<file path="src/rtl/ddc_hb_pkg.sv">
// Shared coefficients, widths and round/saturate helper for the
// half-band decimate-by-2 FIR.
package ddc_hb_pkg;

   localparam int COEF_WIDTH = 16;
   localparam int SHIFT      = 15;

   localparam logic signed [COEF_WIDTH-1:0] C0 = 16'sd16384;
   localparam logic signed [COEF_WIDTH-1:0] C1 = 16'sd10154;
   localparam logic signed [COEF_WIDTH-1:0] C3 = -16'sd2349;
   localparam logic signed [COEF_WIDTH-1:0] C5 = 16'sd387;

   function automatic int acc_width(input int width);
      return width + 19;
   endfunction

   // Round half up, drop SHIFT fraction bits, clip to a width-bit signed range.
   function automatic logic signed [63:0] round_sat(input logic signed [63:0] acc,
                                                    input int width);
      logic signed [63:0] rnd_s;
      logic signed [63:0] hi_s;
      logic signed [63:0] lo_s;
      logic signed [63:0] res_s;
      rnd_s = (acc + (64'sd1 <<< (SHIFT - 1))) >>> SHIFT;
      hi_s  = (64'sd1 <<< (width - 1)) - 64'sd1;
      lo_s  = -(64'sd1 <<< (width - 1));
      if (rnd_s > hi_s) begin
         res_s = hi_s;
      end else if (rnd_s < lo_s) begin
         res_s = lo_s;
      end else begin
         res_s = rnd_s;
      end
      return res_s;
   endfunction

endpackage

</file>
<file path="src/rtl/ddc_hb_decim_fir_rail.sv">
// One I or Q rail: 11-deep delay line, symmetric pre-adders, pipelined MAC
// and round/saturate into a held output register.
module ddc_hb_fir_rail
   import ddc_hb_pkg::*;
#(
   parameter int WIDTH      = 16,
   parameter bit INPUT_PAIR = 1'b0
)
(
   input  logic             i_clock,
   input  logic             i_reset,
   input  logic             i_shift,
   input  logic [WIDTH-1:0] i_data,
   input  logic [WIDTH-1:0] i_delay_data,
   input  logic             i_prod_en,
   input  logic             i_sum_en,
   input  logic             i_out_en,
   output logic [WIDTH-1:0] o_data
);

   localparam int ACC_W = acc_width(WIDTH);
   localparam int TAPS  = 11;

   logic signed [WIDTH-1:0] tap_r [TAPS];
   logic signed [WIDTH:0]   pre5_s, pre3_s, pre1_s;
   logic signed [ACC_W-1:0] mul5_s, mul3_s, mul1_s, mul0_s;
   logic signed [ACC_W-1:0] prod5_r, prod3_r, prod1_r, prod0_r;
   logic signed [ACC_W-1:0] sum_r;
   logic signed [WIDTH-1:0] data_r;

   // Delay line: tap_r[k] holds x[n-k]; pair mode shifts two samples at once.
   always_ff @(posedge i_clock or negedge i_reset) begin
      if (!i_reset) begin
         for (int k = 0; k < TAPS; k++) tap_r[k] <= {WIDTH{1'b0}};
      end else if (i_shift) begin
         if (INPUT_PAIR) begin
            tap_r[0] <= i_data;
            tap_r[1] <= i_delay_data;
            for (int k = 2; k < TAPS; k++) tap_r[k] <= tap_r[k-2];
         end else begin
            tap_r[0] <= i_data;
            for (int k = 1; k < TAPS; k++) tap_r[k] <= tap_r[k-1];
         end
      end
   end

   // Symmetric pre-adds and full-precision products (odd taps other than centre are zero).
   always_comb begin
      pre5_s = {tap_r[0][WIDTH-1], tap_r[0]} + {tap_r[10][WIDTH-1], tap_r[10]};
      pre3_s = {tap_r[2][WIDTH-1], tap_r[2]} + {tap_r[8][WIDTH-1], tap_r[8]};
      pre1_s = {tap_r[4][WIDTH-1], tap_r[4]} + {tap_r[6][WIDTH-1], tap_r[6]};
      mul5_s = ACC_W'(pre5_s) * ACC_W'(C5);
      mul3_s = ACC_W'(pre3_s) * ACC_W'(C3);
      mul1_s = ACC_W'(pre1_s) * ACC_W'(C1);
      mul0_s = ACC_W'(tap_r[5]) * ACC_W'(C0);
   end

   // Product register, accumulator register, and rounded output register.
   always_ff @(posedge i_clock or negedge i_reset) begin
      if (!i_reset) begin
         prod5_r <= {ACC_W{1'b0}};
         prod3_r <= {ACC_W{1'b0}};
         prod1_r <= {ACC_W{1'b0}};
         prod0_r <= {ACC_W{1'b0}};
         sum_r   <= {ACC_W{1'b0}};
         data_r  <= {WIDTH{1'b0}};
      end else begin
         if (i_prod_en) begin
            prod5_r <= mul5_s;
            prod3_r <= mul3_s;
            prod1_r <= mul1_s;
            prod0_r <= mul0_s;
         end
         if (i_sum_en) begin
            sum_r <= prod5_r + prod3_r + prod1_r + prod0_r;
         end
         if (i_out_en) begin
            data_r <= WIDTH'(round_sat(64'(sum_r), WIDTH));
         end
      end
   end

   assign o_data = data_r;

endmodule

</file>
<file path="src/rtl/ddc_hb_decim_fir.sv">
// Complex half-band decimate-by-2 FIR: phase tracking and valid pipeline
// shared by two identical filter rails.
module ddc_hb_decim_fir
   import ddc_hb_pkg::*;
#(
   parameter int WIDTH      = 16,
   parameter bit INPUT_PAIR = 1'b0
)
(
   input  logic             i_clock,
   input  logic             i_reset,
   input  logic [WIDTH-1:0] i_inph_data,
   input  logic [WIDTH-1:0] i_quad_data,
   input  logic [WIDTH-1:0] i_inph_delay_data,
   input  logic [WIDTH-1:0] i_quad_delay_data,
   input  logic             i_valid,
   output logic [WIDTH-1:0] o_inph_data,
   output logic [WIDTH-1:0] o_quad_data,
   output logic             o_valid
);

   logic       run_r;
   logic       phase_r;
   logic [2:0] vld_r;
   logic       o_valid_r;
   logic       accept_s;
   logic       trig_s;

   // A valid is accepted only once the first edge after reset release has passed.
   always_comb begin
      accept_s = i_valid & run_r;
      if (INPUT_PAIR) begin
         trig_s = accept_s;
      end else begin
         trig_s = accept_s & phase_r;
      end
   end

   // Phase bit and three-stage valid pipeline feeding the output strobe.
   always_ff @(posedge i_clock or negedge i_reset) begin
      if (!i_reset) begin
         run_r     <= 1'b0;
         phase_r   <= 1'b0;
         vld_r     <= 3'b000;
         o_valid_r <= 1'b0;
      end else begin
         run_r     <= 1'b1;
         vld_r     <= {vld_r[1:0], trig_s};
         o_valid_r <= vld_r[2];
         if (accept_s) begin
            phase_r <= ~phase_r;
         end
      end
   end

   assign o_valid = o_valid_r;

   ddc_hb_fir_rail #(.WIDTH(WIDTH), .INPUT_PAIR(INPUT_PAIR)) u_inph (
      .i_clock      (i_clock),
      .i_reset      (i_reset),
      .i_shift      (accept_s),
      .i_data       (i_inph_data),
      .i_delay_data (i_inph_delay_data),
      .i_prod_en    (vld_r[0]),
      .i_sum_en     (vld_r[1]),
      .i_out_en     (vld_r[2]),
      .o_data       (o_inph_data)
   );

   ddc_hb_fir_rail #(.WIDTH(WIDTH), .INPUT_PAIR(INPUT_PAIR)) u_quad (
      .i_clock      (i_clock),
      .i_reset      (i_reset),
      .i_shift      (accept_s),
      .i_data       (i_quad_data),
      .i_delay_data (i_quad_delay_data),
      .i_prod_en    (vld_r[0]),
      .i_sum_en     (vld_r[1]),
      .i_out_en     (vld_r[2]),
      .o_data       (o_quad_data)
   );

endmodule

</file>
<file path="config.mk">
export PLATFORM = sky130hd
export DESIGN_NAME = ddc_hb_decim_fir
export DESIGN_NICKNAME = d
export VERILOG_FILES = /design/src/rtl/ddc_hb_pkg.sv /design/src/rtl/ddc_hb_decim_fir_rail.sv /design/src/rtl/ddc_hb_decim_fir.sv
export SDC_FILE = /design/constraint.sdc
export NUM_CORES = 2
export LEC_CHECK = 0
export CAP_MARGIN = 10
export CELL_PAD_IN_SITES_DETAIL_PLACEMENT = 1
export CELL_PAD_IN_SITES_GLOBAL_PLACEMENT = 2
export CORE_MARGIN = 10
export CORE_UTILIZATION = 35
export CTS_BUF_LIST = sky130_fd_sc_hd__clkbuf_2 sky130_fd_sc_hd__clkbuf_4 sky130_fd_sc_hd__clkbuf_8
export CTS_CLUSTER_DIAMETER = 100
export DETAILED_ROUTE_END_ITERATION = 12
export GPL_TIMING_DRIVEN = 0
export PLACE_DENSITY_LB_ADDON = 0.05
export SLEW_MARGIN = 30
export SYNTH_ARGS = -nofsm -noshare
export SYNTH_HDL_FRONTEND = slang
export SYNTH_SLANG_ARGS = --single-unit
</file>
<file path="constraint.sdc">
create_clock -name i_clock -period 7.8 [get_ports i_clock]
set_input_delay 1.56 -clock i_clock [delete_from_list [all_inputs] [get_ports i_clock]]
set_output_delay 1.56 -clock i_clock [all_outputs]
set_load 0.005 [all_outputs]
</file>
==> impl_metrics.py <==
metrics = {
    "floorplanning": {
        "num_rows": 148,
        "initial_core_util_pct": 35.2,
        "core_area_sq_um": 163000,
        "pin_count": 100,
        "die_h_um": 424,
        "dieArea_sq_um": 180000,
        "floorplan.die.width_um": 424,
    },
    "sta": {
        "slew_viol_final": 0,
        "setup_viol": 0,
        "max_clock_freq_mhz": 132,
        "fin_ws_ns": 0.208,
        "period_share_pct": 97.3,
        "setup_tns_ns": 0,
        "rsz0062_at_grt": "yes",
        "slew_headroom_pct": 31.8,
        "fin_skew_ns": 0.0419,
        "timing.final.hold_violations": 0,
        "period_needed_ns": 7.59,
        "tightest_slew_ns": 1.02,
    },
    "detailed_routing": {
        "wire_per_inst_um": 22.0,
        "met1_length_um": 89600,
        "vias": 38100,
        "first_iter_violations": 1648,
        "wl_met3_um": 7950,
        "drc": 0,
        "wirelength_um": 169000,
        "ant_nets": 0,
        "wl_met2_um": 69300,
        "top_layer": "met5",
        "vias_per_cell": 4.94,
        "dr.pass1.iters": 5,
    },
    "clock_tree": {
        "clock_path_buffers": 3,
        "h-tree-depth": 4,
        "root_buffer": "clkbuf_8",
        "cts.reportedPaths.clkPinSlew_ns": 0.06,
        "tritoncts": "built",
        "cts.sinks": 640,
        "cts_made_buffers": 130,
        "hold_buffers": 0,
        "clk_latency_ns": 0.86,
    },
    "worst_setup_path": {
        "path_buf_inv": 5,
        "cp.arrival_ns": 8.29,
        "crit_type": "flip-flop to flip-flop",
        "cp.required_ns": 8.50,
        "slowest_stage": "fa_2",
        "reg2reg_slack_ns": 0.21,
        "critPathLaunchType": "flip-flop",
        "critPathMaxStageDelay_ns": 0.55,
        "critPathMaxFanout": 5,
        "cp_top_family": "adder cells",
        "cp-end-kind": "flip-flop",
    },
    "run_status": {
        "status": "finished clean",
    },
    "grt": {
        "grt_usage_pct": 18.9,
        "grt_pass1_wl_um": 260000,
        "grt-ovfl-total": 0,
        "grt_start_max_net_pins": 83,
        "grt_pass1_vias": 41200,
        "antenna_found_initial": 17,
    },
    "logic_synthesis": {
        "seq_area_frac_synth_pct": 28.0,
        "yosys_register_bits": 640,
        "synth_edf_count": 0,
        "yosysWarnings": 0,
        "netlist_area_sq_um": 57200,
        "syn_nets": 6521,
        "syn_inst": 5099,
        "ys_async_sr_fraction_pct": 100,
        "synth.avg_cell_area_sq_um": 11.2,
        "synth_ff_type": "dfrtp_1",
        "synth_cell_type_count": 77,
    },
    "job": {
        "max_cap_violations": 0,
    },
    "placed_design": {
        "io_buffers": 67,
        "dpl_cell_area_sq_um": 61300,
        "place_hpwl_um": 141000,
        "dp_slack_ns": -1.58,
        "gp_congestion": 0.808,
    },
    "layout": {
        "layout.nets": 6860,
        "stdcell_area_sq_um": 67000,
        "drive_above_1_share_pct": 22.2,
        "area_delta_synth_final_pct": 17.3,
        "post-route-util_pct": 41.2,
    },
    "hold_path": {
        "hold_path_class": "flip-flop to flip-flop",
    },
}
==> repair_timing <==
action                                  CTS  global route
setup buffers                            48            74
pin swaps                                48           131
hold endpoints to repair                  0             0
gates resized for setup                 157           197
endpoints found under the setup margin   54            42
==> layer usage <==
metal / vias up / global-route usage, %
met4: 2 / 3.78
met3: 143 / 3.90
met2: 469 / 26.8
met1: 19500 / 29.3
li1: 18000 / -
met5: - / 0
==> logic make-up after synthesis <==
kind of cell	synth area share (%)
AO/OA/AOI/OAI	8.30
XOR/XNOR	4.87
adder cells (fa/ha/maj)	36.8
buffers and inverters	5.64
flip-flops	28.0
multiplexers	10.8
other	0.00656
AND/OR/NAND/NOR	5.54
==> worst paths after layout <==
path	from	end	cells after the start
worst max-delay path	u_inph.tap_r[96]$_DFFE_PN0P_	u_inph.prod1_r[33]$_DFFE_PN0P_	32
worst min-delay path	vld_r[2]$_DFF_PN0_	o_valid$_DFF_PN0_	0
worst max register to register	u_inph.tap_r[96]$_DFFE_PN0P_	u_inph.prod1_r[33]$_DFFE_PN0P_	32
worst min register to register	vld_r[2]$_DFF_PN0_	o_valid$_DFF_PN0_	0
max in group asynchronous	i_reset	u_quad.tap_r[103]$_DFFE_PN0P_	4
min in group asynchronous	i_reset	u_quad.o_data[6]$_DFFE_PN0P_	1
==> sequential cells by signal, summed over array words and instances, names as in the netlist <==
register	count
u_inph.tap_r	176
u_quad.tap_r	176
u_inph.prod1_r	31
u_quad.prod1_r	31
u_inph.prod3_r	30
u_quad.prod3_r	30
u_inph.prod5_r	27
u_quad.prod5_r	27
u_inph.sum_r	21
u_quad.sum_r	21
u_inph.o_data	16
u_inph.prod0_r	16
u_quad.o_data	16
u_quad.prod0_r	16
vld_r	3
o_valid	1
phase_r	1
run_r	1
==> cells in the mapped netlist (22+ instances only) <==
cell type / n / area, sq um
a211oi_1: 27 / 203
a21o_1: 98 / 736
a21oi_1: 190 / 951
a31oi_1: 31 / 194
and3_1: 34 / 213
clkbuf_1: 87 / 327
dfrtp_1: 640 / 16000
fa_1: 544 / 10900
ha_1: 811 / 10100
inv_1: 762 / 2860
mux2_2: 544 / 6130
nand2_1: 152 / 571
nand2b_1: 27 / 169
nand3_1: 82 / 410
nor2_1: 177 / 664
nor2b_1: 34 / 213
nor3_1: 62 / 310
o21a_1: 33 / 248
o21ai_0: 116 / 581
o21bai_1: 39 / 293
o22ai_1: 22 / 138
o31ai_1: 25 / 188
xnor2_1: 212 / 1860
xor2_1: 106 / 928
==> placed cells by master (no fill, tap or decap), types with 26 or more instances in the layout <==
master           count
nand2b_1            27
a21oi_2             30
nand2_1            152
xnor2_1            167
clkbuf_4            37
ha_4                44
o21ai_0             96
o21a_1              33
and3_1              34
nor2b_1             29
a31oi_1             26
nor3_1              57
ha_1               746
fa_1               530
dfrtp_1            636
xnor2_2             33
mux2_2             543
clkdlybuf4s50_1     66
clkbuf_1            74
nor2_1             170
buf_4              111
nand3_1             80
clkbuf_8           158
inv_1              748
xor2_1              86
a21oi_1            154
a21o_1              96
o21bai_1            36
==> stage by stage <==
| step | hold slack, ns | std cells |
|---|---|---|
| 6_report | 0.379 | 7714 |
| 5_1_grt | 0.397 | 7706 |
| 3_3_place_gp | 0.361 | 7341 |
| 2_1_floorplan | 0.352 | 5099 |
| 3_5_place_dp | 0.360 | 7362 |
| 4_1_cts | 0.379 | 7633 |
==> cell type report <==
class	instances	area, sq um
diodes	10	25.0
plain buffers	92	404
clock buffers	195	2450
clock inverters	28	320
fillers	17600	95500
inverters	763	2880
multi-input cells	3601	40100
flip-flops and latches	640	16000
well taps	2175	2720
repair buffers	210	2130
Power is left out: the tool's default activity adds up to more than one toggle a clock period on the data nets, which glitch-free logic cannot reach.
